$ cat config.mk
export PLATFORM = sky130hd
export DESIGN_NAME = dnn2ami_wr_sequencer
export DESIGN_NICKNAME = d
export VERILOG_FILES = /design/src/rtl/dnn2ami_wr_sequencer.sv
export SDC_FILE = /design/constraint.sdc
export NUM_CORES = 1
export LEC_CHECK = 0
export BUFFER_PORTS_ARGS = -buffer_cell sky130_fd_sc_hd__buf_2
export CORE_AREA = 4 4 649 651
export CTS_CLUSTER_DIAMETER = 120
export CTS_CLUSTER_SIZE = 28
export DETAILED_ROUTE_END_ITERATION = 10
export DIE_AREA = 0 0 653 655
export PLACE_DENSITY_LB_ADDON = 0.15
export SKIP_LAST_GASP = 1
export SYNTH_ARGS = -nofsm -noshare
export SYNTH_HDL_FRONTEND = slang
export SYNTH_SLANG_ARGS = --single-unit
export TNS_END_PERCENT = 5
$ cat constraint.sdc
create_clock -name clock -period 4.93 [get_ports clock]
set_input_delay 1.2325 -clock clock [delete_from_list [all_inputs] [get_ports clock]]
set_output_delay 1.2325 -clock clock [all_outputs]
set_load 0.01 [all_outputs]
$ cat src/rtl/dnn2ami_wr_sequencer.sv
`default_nettype none
// ============================================================================
// Module   : dnn2ami_wr_sequencer
// Purpose  : Splits one macro write request into single-beat AMI writes,
//            pulling beat data from NUM_PU output buffers in round-robin order.
// Revision : 1.0 - initial release
// ============================================================================
module dnn2ami_wr_sequencer #(
    parameter int NUM_PU     = 2,
    parameter int ADDR_W     = 64,
    parameter int SIZE_W     = 10,
    parameter int DATA_W     = 512,
    parameter int BEAT_BYTES = 64
) (
    input  logic                     clock,
    input  logic                     reset_n,
    input  logic                     macro_valid,
    output logic                     macro_ready,
    input  logic [ADDR_W-1:0]        macro_addr,
    input  logic [SIZE_W-1:0]        macro_size,
    input  logic [NUM_PU-1:0]        outbuf_empty,
    input  logic [NUM_PU*DATA_W-1:0] outbuf_data,
    output logic [NUM_PU-1:0]        outbuf_pop,
    output logic                     ami_wr_valid,
    input  logic                     ami_wr_ready,
    output logic [ADDR_W-1:0]        ami_wr_addr,
    output logic [DATA_W-1:0]        ami_wr_data,
    output logic                     macro_done,
    output logic                     busy
);

    localparam int                PU_W     = (NUM_PU > 1) ? $clog2(NUM_PU) : 1;
    localparam logic [PU_W-1:0]   LAST_PU  = PU_W'(NUM_PU - 1);
    localparam logic [ADDR_W-1:0] ADDR_INC = ADDR_W'(BEAT_BYTES);

    typedef enum logic [1:0] {
        IDLE  = 2'd0,
        ISSUE = 2'd1,
        DRAIN = 2'd2
    } state_t;

    state_t              state_q, state_d;
    logic [ADDR_W-1:0]   cur_addr_q, cur_addr_d;
    logic [SIZE_W-1:0]   left_q, left_d;
    logic [PU_W-1:0]     pu_sel_q, pu_sel_d;
    logic                valid_q, valid_d;
    logic [ADDR_W-1:0]   addr_q, addr_d;
    logic [DATA_W-1:0]   data_q, data_d;
    logic                done_q, done_d;

    logic                slot_free;
    logic                load;
    logic                sel_empty;
    logic [DATA_W-1:0]   sel_data;

    // Head word and empty flag of the currently selected PU
    always_comb begin
        sel_empty = 1'b1;
        sel_data  = '0;
        for (int p = 0; p < NUM_PU; p++) begin
            if (PU_W'(p) == pu_sel_q) begin
                sel_empty = outbuf_empty[p];
                sel_data  = outbuf_data[p*DATA_W +: DATA_W];
            end
        end
    end

    assign slot_free = !valid_q || ami_wr_ready;

    always_comb begin
        state_d    = state_q;
        cur_addr_d = cur_addr_q;
        left_d     = left_q;
        pu_sel_d   = pu_sel_q;
        valid_d    = valid_q;
        addr_d     = addr_q;
        data_d     = data_q;
        done_d     = 1'b0;
        load       = 1'b0;

        if (valid_q && ami_wr_ready) begin
            valid_d = 1'b0;
        end

        unique case (state_q)
            IDLE: begin
                if (macro_valid) begin
                    cur_addr_d = macro_addr;
                    left_d     = macro_size;
                    pu_sel_d   = '0;
                    if (macro_size == '0) begin
                        done_d = 1'b1;
                    end else begin
                        state_d = ISSUE;
                    end
                end
            end
            ISSUE: begin
                // A stalled PU blocks the sequence; round-robin order is strict
                if (slot_free && !sel_empty) begin
                    load       = 1'b1;
                    valid_d    = 1'b1;
                    addr_d     = cur_addr_q;
                    data_d     = sel_data;
                    cur_addr_d = cur_addr_q + ADDR_INC;
                    left_d     = left_q - SIZE_W'(1);
                    pu_sel_d   = (pu_sel_q == LAST_PU) ? '0 : pu_sel_q + PU_W'(1);
                    if (left_q == SIZE_W'(1)) begin
                        state_d = DRAIN;
                    end
                end
            end
            DRAIN: begin
                if (valid_q && ami_wr_ready) begin
                    done_d  = 1'b1;
                    state_d = IDLE;
                end
            end
            default: begin
                state_d = IDLE;
            end
        endcase
    end

    always_comb begin
        outbuf_pop = '0;
        for (int p = 0; p < NUM_PU; p++) begin
            outbuf_pop[p] = load && (PU_W'(p) == pu_sel_q);
        end
    end

    always_ff @(posedge clock or negedge reset_n) begin
        if (!reset_n) begin
            state_q    <= IDLE;
            cur_addr_q <= '0;
            left_q     <= '0;
            pu_sel_q   <= '0;
            valid_q    <= 1'b0;
            addr_q     <= '0;
            data_q     <= '0;
            done_q     <= 1'b0;
        end else begin
            state_q    <= state_d;
            cur_addr_q <= cur_addr_d;
            left_q     <= left_d;
            pu_sel_q   <= pu_sel_d;
            valid_q    <= valid_d;
            addr_q     <= addr_d;
            data_q     <= data_d;
            done_q     <= done_d;
        end
    end

    assign macro_ready  = (state_q == IDLE);
    assign ami_wr_valid = valid_q;
    assign ami_wr_addr  = addr_q;
    assign ami_wr_data  = data_q;
    assign macro_done   = done_q;
    assign busy         = (state_q != IDLE) || valid_q;

endmodule
`default_nettype wire

==> results of run 1 <==
[routing by layer]
metal	vias up	GRT usage, %	wire length [um]
li1	14180	-	-
met1	15290	15.11	114500
met2	1569	22.16	140000
met3	627	3.862	21540
met4	108	4.134	11410
met5	-	0.3735	679
[power groups by stage]
stage / Combinational (mW) / Clock (mW) / Sequential, mW
2_1_floorplan: 5.40 / 0 / 10.4
3_3_place_gp: 13.8 / 0 / 9.62
3_5_place_dp: 13.8 / 0 / 9.63
4_1_cts: 13.8 / 5.50 / 9.56
5_1_grt: 14.5 / 5.61 / 9.86
6_report: 13.3 / 5.14 / 9.51
[per-stage QoR]
step	util, %	cells	setup slack (ns)	power, mW	cell area (um^2)
detailed placement	11.03	10140	1.272	23.42	45820
finish	11.56	10360	1.146	27.94	48020
global placement	11.03	10140	1.266	23.38	45820
global route	11.54	10340	0.9570	29.99	47960
CTS	11.48	10230	0.9530	28.84	47700
floorplan	-	3124	1.246	15.75	30590
[worst max-delay path by stage]
stage,startpoint,endpoint,cells after the start
floorplan,outbuf_empty[1],outbuf_pop[0],6
global placement,ami_wr_ready,ami_wr_data[175],6
detailed placement,ami_wr_ready,ami_wr_data[228],6
CTS,pu_sel_q,outbuf_pop[1],4
global route,pu_sel_q,outbuf_pop[1],4
finish,pu_sel_q,outbuf_pop[1],4
[worst min-delay path: stages (launching register included)]
cell,delay [ns]
dfrtp_1,0.34
nand2_1,0.05
nand2_1,0.05
[sequential cells by signal (all words and copies together), names as in the netlist]
register and count:
ami_wr_data 512, macro_done 1, pu_sel_q 1, state_q 2, cur_addr_q 64, ami_wr_addr 64, left_q 10, ami_wr_valid 1
[logic make-up (layout without fill, tap and decap cells)]
family,Yosys count,count (layout),synth area share (%)
and+or+nand+nor,996,996,13.50
AOI/OAI and AO/OA,702,702,12.50
DFF,655,655,53.59
muxes,524,524,17.17
buffers and inverters,244,1857,3.125
adders and majority gates,3,3,0.1227
other,0,128,0
[cell type report]
type | count | area [um^2] | share of cell area (%)
inverter | 8 | 30.03 | 0.06253
multi-input combinational | 2225 | 13330 | 27.76
timing repair buffer | 1756 | 9189 | 19.13
sequential | 655 | 16390 | 34.14
clock buffer | 54 | 1318 | 2.744
tap | 5497 | 6878 | 14.32
antenna | 128 | 320.3 | 0.6670
clock inverter | 39 | 563.0 | 1.172
[cell usage in the layout, fill, tap and decap left out, types with 4 or more instances in the layout]
| master | count |
|---|---|
| buf_2 | 1684 |
| nand2_1 | 779 |
| dfrtp_1 | 654 |
| o21ai_0 | 539 |
| mux2i_1 | 518 |
| diode_2 | 128 |
| nor2_1 | 54 |
| a21oi_1 | 54 |
| buf_4 | 54 |
| clkbuf_16 | 51 |
| nand3_1 | 35 |
| nor3_1 | 29 |
| nand4_1 | 29 |
| o22ai_1 | 21 |
| nor4_1 | 20 |
| o22a_1 | 18 |
| buf_12 | 17 |
| a31oi_1 | 12 |
| and3_1 | 9 |
| inv_1 | 8 |
| or4_1 | 8 |
| clkinv_8 | 8 |
| inv_12 | 7 |
| or3_1 | 6 |
| a22oi_1 | 6 |
| o211ai_1 | 6 |
| o21a_1 | 6 |
| inv_6 | 6 |
| clkinv_4 | 6 |
| mux2i_2 | 5 |
| and2_1 | 5 |
| o2bb2ai_1 | 5 |
| a2bb2oi_1 | 5 |
| a211oi_1 | 4 |
| a41oi_1 | 4 |
| a311oi_1 | 4 |
==> flow_metrics.py, run 1 <==
metrics = {
    "status": {
        "status": "completed",
    },
    "min_path": {
        "hold-path-endpoint": "ami_wr_addr[59]",
        "whs_path_depth": 2,
        "hold_class": "register to register",
        "min_from": "ami_wr_addr[59]",
    },
    "worst_setup_path": {
        "worstSetupStartpointType": "register",
        "reg2reg_depth": 6,
        "required_ns": 3.70,
        "cpPeakStageDelay_ns": 0.66,
        "crit_path_cell_trace": "mux2i_2 -> and3_2 -> and2_1 -> buf_2",
        "r2r_start": "pu_sel_q",
        "r2r_end": "ami_wr_data[293]",
        "critPathCaptureType": "primary output",
        "path_buf_inv": 1,
        "cp_top_family": "flip-flops",
        "cp_max_fo": 9,
        "arrival_ns": 2.55,
        "worst-setup-path-type": "register to primary output",
        "crit_path_top_delay_cell": "dfrtp_4",
        "regToRegSetupSlack_ns": 2.01,
    },
    "timing": {
        "min_period_over_period_pct": 76.75,
        "tightest_slew_ns": 1.361,
        "skew_ns": 0.04321,
        "fin_crit_ns": 3.784,
        "hold_ws_ns": 0.4756,
        "setup_viol": 0,
        "hold_viol_final": 0,
        "maxSlewHeadroom_pct": 6.685,
        "grt_setup_unrepaired": "false",
        "fmax_mhz": 264.3,
        "setup_tns_ns": 0,
        "final-max-slew-violation-count": 0,
    },
    "routing": {
        "routed_wl_um": 288200,
        "vias_per_cell": 3.066,
        "routed-via-count": 31770,
        "first_pass_iters": 5,
        "ant_nets": 0,
        "drcViolationCount": 0,
        "drt_iter0_markers": 1843,
        "wl_per_cell_um": 27.81,
    },
    "global_route": {
        "grt_pass1_wl_um": 358200,
        "grt_max_degree": 206,
        "grt_overflow": 0,
        "grt.total_usage_pct": 12.85,
        "antenna_found_initial": 343,
        "grt_pass1_vias": 31660,
    },
    "pwr": {
        "swShare_pct": 47.71,
        "peakVddDrop_mv": 0.3190,
        "p_switching_mw": 13.33,
        "p_leak_nw": 22.18,
        "internal_power_mw": 14.61,
        "pwr-share-clk_pct": 18.4,
        "cellPowerDensity_nw_per_um2": 581.9,
        "power_frac_comb_pct": 47.6,
        "seqPwrFrac_pct": 34.0,
    },
    "clock_network": {
        "clk_latency_ns": 0.75,
        "cts-resized-gates": 0,
        "cts_buffer_depth": 3,
        "hold_buffers": 0,
        "cts_tree": "built",
        "cts_inserted_buffers": 51,
        "postCtsSetupBuffers": 0,
        "htreeDepth": 2,
        "path_clk_slew_ns": 0.08,
        "cts.sinks": 655,
        "cts-root-buf": "clkbuf_16",
    },
    "logic_synthesis": {
        "synth_fp_nets": 4231,
        "ys_warn_count": 0,
        "ys_async_sr_fraction_pct": 100.0,
        "synth_top_flop_cell": "dfrtp_1",
        "synth_common_cells": "nand2_1, dfrtp_1, o21ai_0, mux2i_1, clkbuf_1",
        "synthCells": 3124,
        "yosys.cell_count.top_type": "nand2_1",
        "yosysUniqueCellTypes": 55,
        "ys_ff_latch": 655,
        "synth_edf_count": 0,
        "avgSynthCellArea_um2": 9.791,
        "netlist_top_cells_area": "dfrtp_1, mux2i_1, nand2_1",
        "netlist.area_leader.share_pct": 53.59,
        "synth_area_um2": 30590,
        "yosys.area.top_type": "dfrtp_1",
        "yosysSeqAreaShare_pct": 53.59,
    },
    "placement": {
        "gp_congestion": 0.9439,
        "hpwl_um": 248800,
        "io_buffers": 1685,
    },
    "layout": {
        "layout-drive-gt1-share_pct": 39.58,
        "fill_cells": 48170,
        "syn_to_final_growth_pct": 57.01,
        "nets": 5804,
    },
    "job": {
        "maxCapViolCount": 0,
    },
    "floorplan": {
        "ios": 1686,
        "core-area_um2": 415400,
        "rows": 237,
        "fp.dieArea_um2": 427700,
        "fp.dieW_um": 653,
        "start_util_pct": 7.362,
        "die_y_um": 655,
    },
}
Note: power is estimated with default switching activity, not from simulation.
==> run 2: changes to the inputs <==
==> constraint.sdc (replaced) <==
create_clock -name clock -period 3.25 [get_ports clock]
set_input_delay 0.8125 -clock clock [delete_from_list [all_inputs] [get_ports clock]]
set_output_delay 0.8125 -clock clock [all_outputs]
set_load 0.01 [all_outputs]
==> run 2 against run 1 <==
Net effect:
- final cell count rose by 0.85%
- utilization rose by 0.16 points
- register-to-register slack got worse by 1.5 ns
- sequential cell count did not move
- worst setup slack got worse by 0.91 ns
- combinational power rose by 55%
- global-route usage rose by 0.058 points
==> flow_metrics.py, run 2 (synthesized netlist as in run 1, its figures left out) <==
metrics = {
    "status": {
        "status": "completed",
    },
    "timing": {
        "fmax_mhz": 332.2,
        "min_period_over_period_pct": 92.62,
        "setup_viol": 0,
        "hold_viol_final": 0,
        "fin_crit_ns": 3.010,
        "grt_setup_unrepaired": "false",
        "setup_ws_ns": 0.2397,
        "final-max-slew-violation-count": 0,
        "tightest_slew_ns": 1.030,
        "setup_tns_ns": 0,
        "maxSlewHeadroom_pct": 31.17,
        "skew_ns": 0.03618,
    },
    "placement": {
        "gp_congestion": 0.9222,
        "io_buffers": 1685,
        "hpwl_um": 251600,
        "dp_slack_ns": 0.4298,
        "dp_cells": 10200,
    },
    "layout": {
        "nets": 5860,
        "syn_to_final_growth_pct": 59.13,
        "multi_input_area_um2": 13300,
        "fin_util_pct": 11.72,
        "final_cell_mix": "buf_2, nand2_1, dfrtp_1",
        "fin_cells": 10450,
        "final_common_cell": "buf_2",
        "fill_cells": 48150,
        "layout-drive-gt1-share_pct": 40.17,
        "regArea_um2": 16390,
        "largest_reg_flops": 512,
    },
    "global_route": {
        "grt_max_degree": 171,
        "grt_overflow": 0,
        "grt_pass1_vias": 32070,
        "grt.total_usage_pct": 12.90,
        "antenna_found_initial": 333,
        "grt_pass1_wl_um": 360400,
    },
    "clock_network": {
        "htreeDepth": 2,
        "cts_inserted_buffers": 50,
        "clk_latency_ns": 0.75,
        "cts_tree": "built",
        "cts-root-buf": "clkbuf_16",
        "cts.sinks": 655,
        "cts_buffer_depth": 3,
        "cts-resized-gates": 0,
        "path_clk_slew_ns": 0.09,
    },
    "routing": {
        "first_pass_iters": 5,
        "ant_nets": 0,
        "drcViolationCount": 0,
        "routed_wl_um": 289800,
        "routed-via-count": 32000,
        "wl_per_cell_um": 27.73,
        "drt_iter0_markers": 1797,
        "vias_per_cell": 3.062,
    },
    "floorplan": {
        "fp.dieW_um": 653,
        "fp.dieArea_um2": 427700,
        "ios": 1686,
        "die_y_um": 655,
        "core-area_um2": 415400,
        "rows": 237,
        "start_util_pct": 7.362,
    },
    "worst_setup_path": {
        "worst-setup-path-type": "register to primary output",
        "startpoint": "state_q[0]",
        "arrival_ns": 2.20,
        "r2r_start": "cur_addr_q[14]",
        "worstSetupStartpointType": "register",
        "required_ns": 2.44,
        "critPathCaptureType": "primary output",
        "cp_max_fo": 8,
    },
    "pwr": {
        "cellPowerDensity_nw_per_um2": 875.3,
        "power_mw": 42.60,
        "p_leak_nw": 22.51,
        "peakVddDrop_mv": 0.5914,
    },
    "min_path": {
        "hold_class": "input port to register",
        "min_from": "macro_addr[4]",
    },
    "job": {
        "maxCapViolCount": 0,
    },
}
-- run 2: cell types whose count changed in the layout (fill, tap and decap cells not counted), moves of 4 or more --
| cell | before | now |
|---|---|---|
| buf_4 | 54 | 93 |
| diode_2 | 128 | 158 |
| buf_12 | 17 | 34 |
| clkinv_4 | 6 | 2 |
| mux2i_1 | 518 | 522 |
| mux2i_2 | 5 | 1 |
-- run 2: metrics by stage --
stage,instance area [um^2],hold WS [ns]
floorplan,30590,0.4386
global placement,46420,0.4522
detailed placement,46420,0.4579
CTS,48280,0.1472
global route,48540,0.2090
finish,48670,0.2791
-- run 2: final timing paths --
path                       slack, ns  cells after the start               end
max in group asynchronous       1.57                      4  ami_wr_data[409]
min reg2reg                     0.48                      2   ami_wr_addr[45]
max reg2reg                     0.52                      5    cur_addr_q[40]
max                             0.24                      4     outbuf_pop[1]
min                             0.28                      3     cur_addr_q[4]
min in group asynchronous       0.63                      2  ami_wr_data[504]
-- run 2: routing by layer --
metal / part of all wire, % / GRT usage [%]
met1: 40 / 15.09
met2: 49 / 22.67
met3: 7.1 / 3.663
met4: 4.0 / 3.845
met5: 0.22 / 0.3962
-- run 2: final cells by class --
| type | count | share of cell area [%] |
|---|---|---|
| Multi-Input combinational cell | 2225 | 27.32 |
| Sequential cell | 655 | 33.68 |
| Inverter | 8 | 0.06170 |
| Tap cell | 5497 | 14.13 |
| Timing Repair Buffer | 1813 | 20.20 |
| Clock inverter | 40 | 1.149 |
| Antenna cell | 158 | 0.8123 |
| Clock buffer | 54 | 2.643 |
-- run 2: timing repair --
item | 4_1_cts | 5_1_grt
setup buffers | 0 | 0
endpoints found under the hold margin | 27 | 0
hold buffers | 1 | 0
-- run 2: critical path: stages (launching register included) --
cell and delay (ns):
dfrtp_1 0.57, nor2b_4 0.31, and3_2 0.30, and2_1 0.14, buf_2 0.13
-- run 2: power by group --
part           switching, mW  internal (mW)  total (mW)
Combinational           13.5           7.11        20.6
Clock                   4.32           3.31        7.63
Sequential              2.46           11.9        14.4
Total                   20.3           22.3        42.6
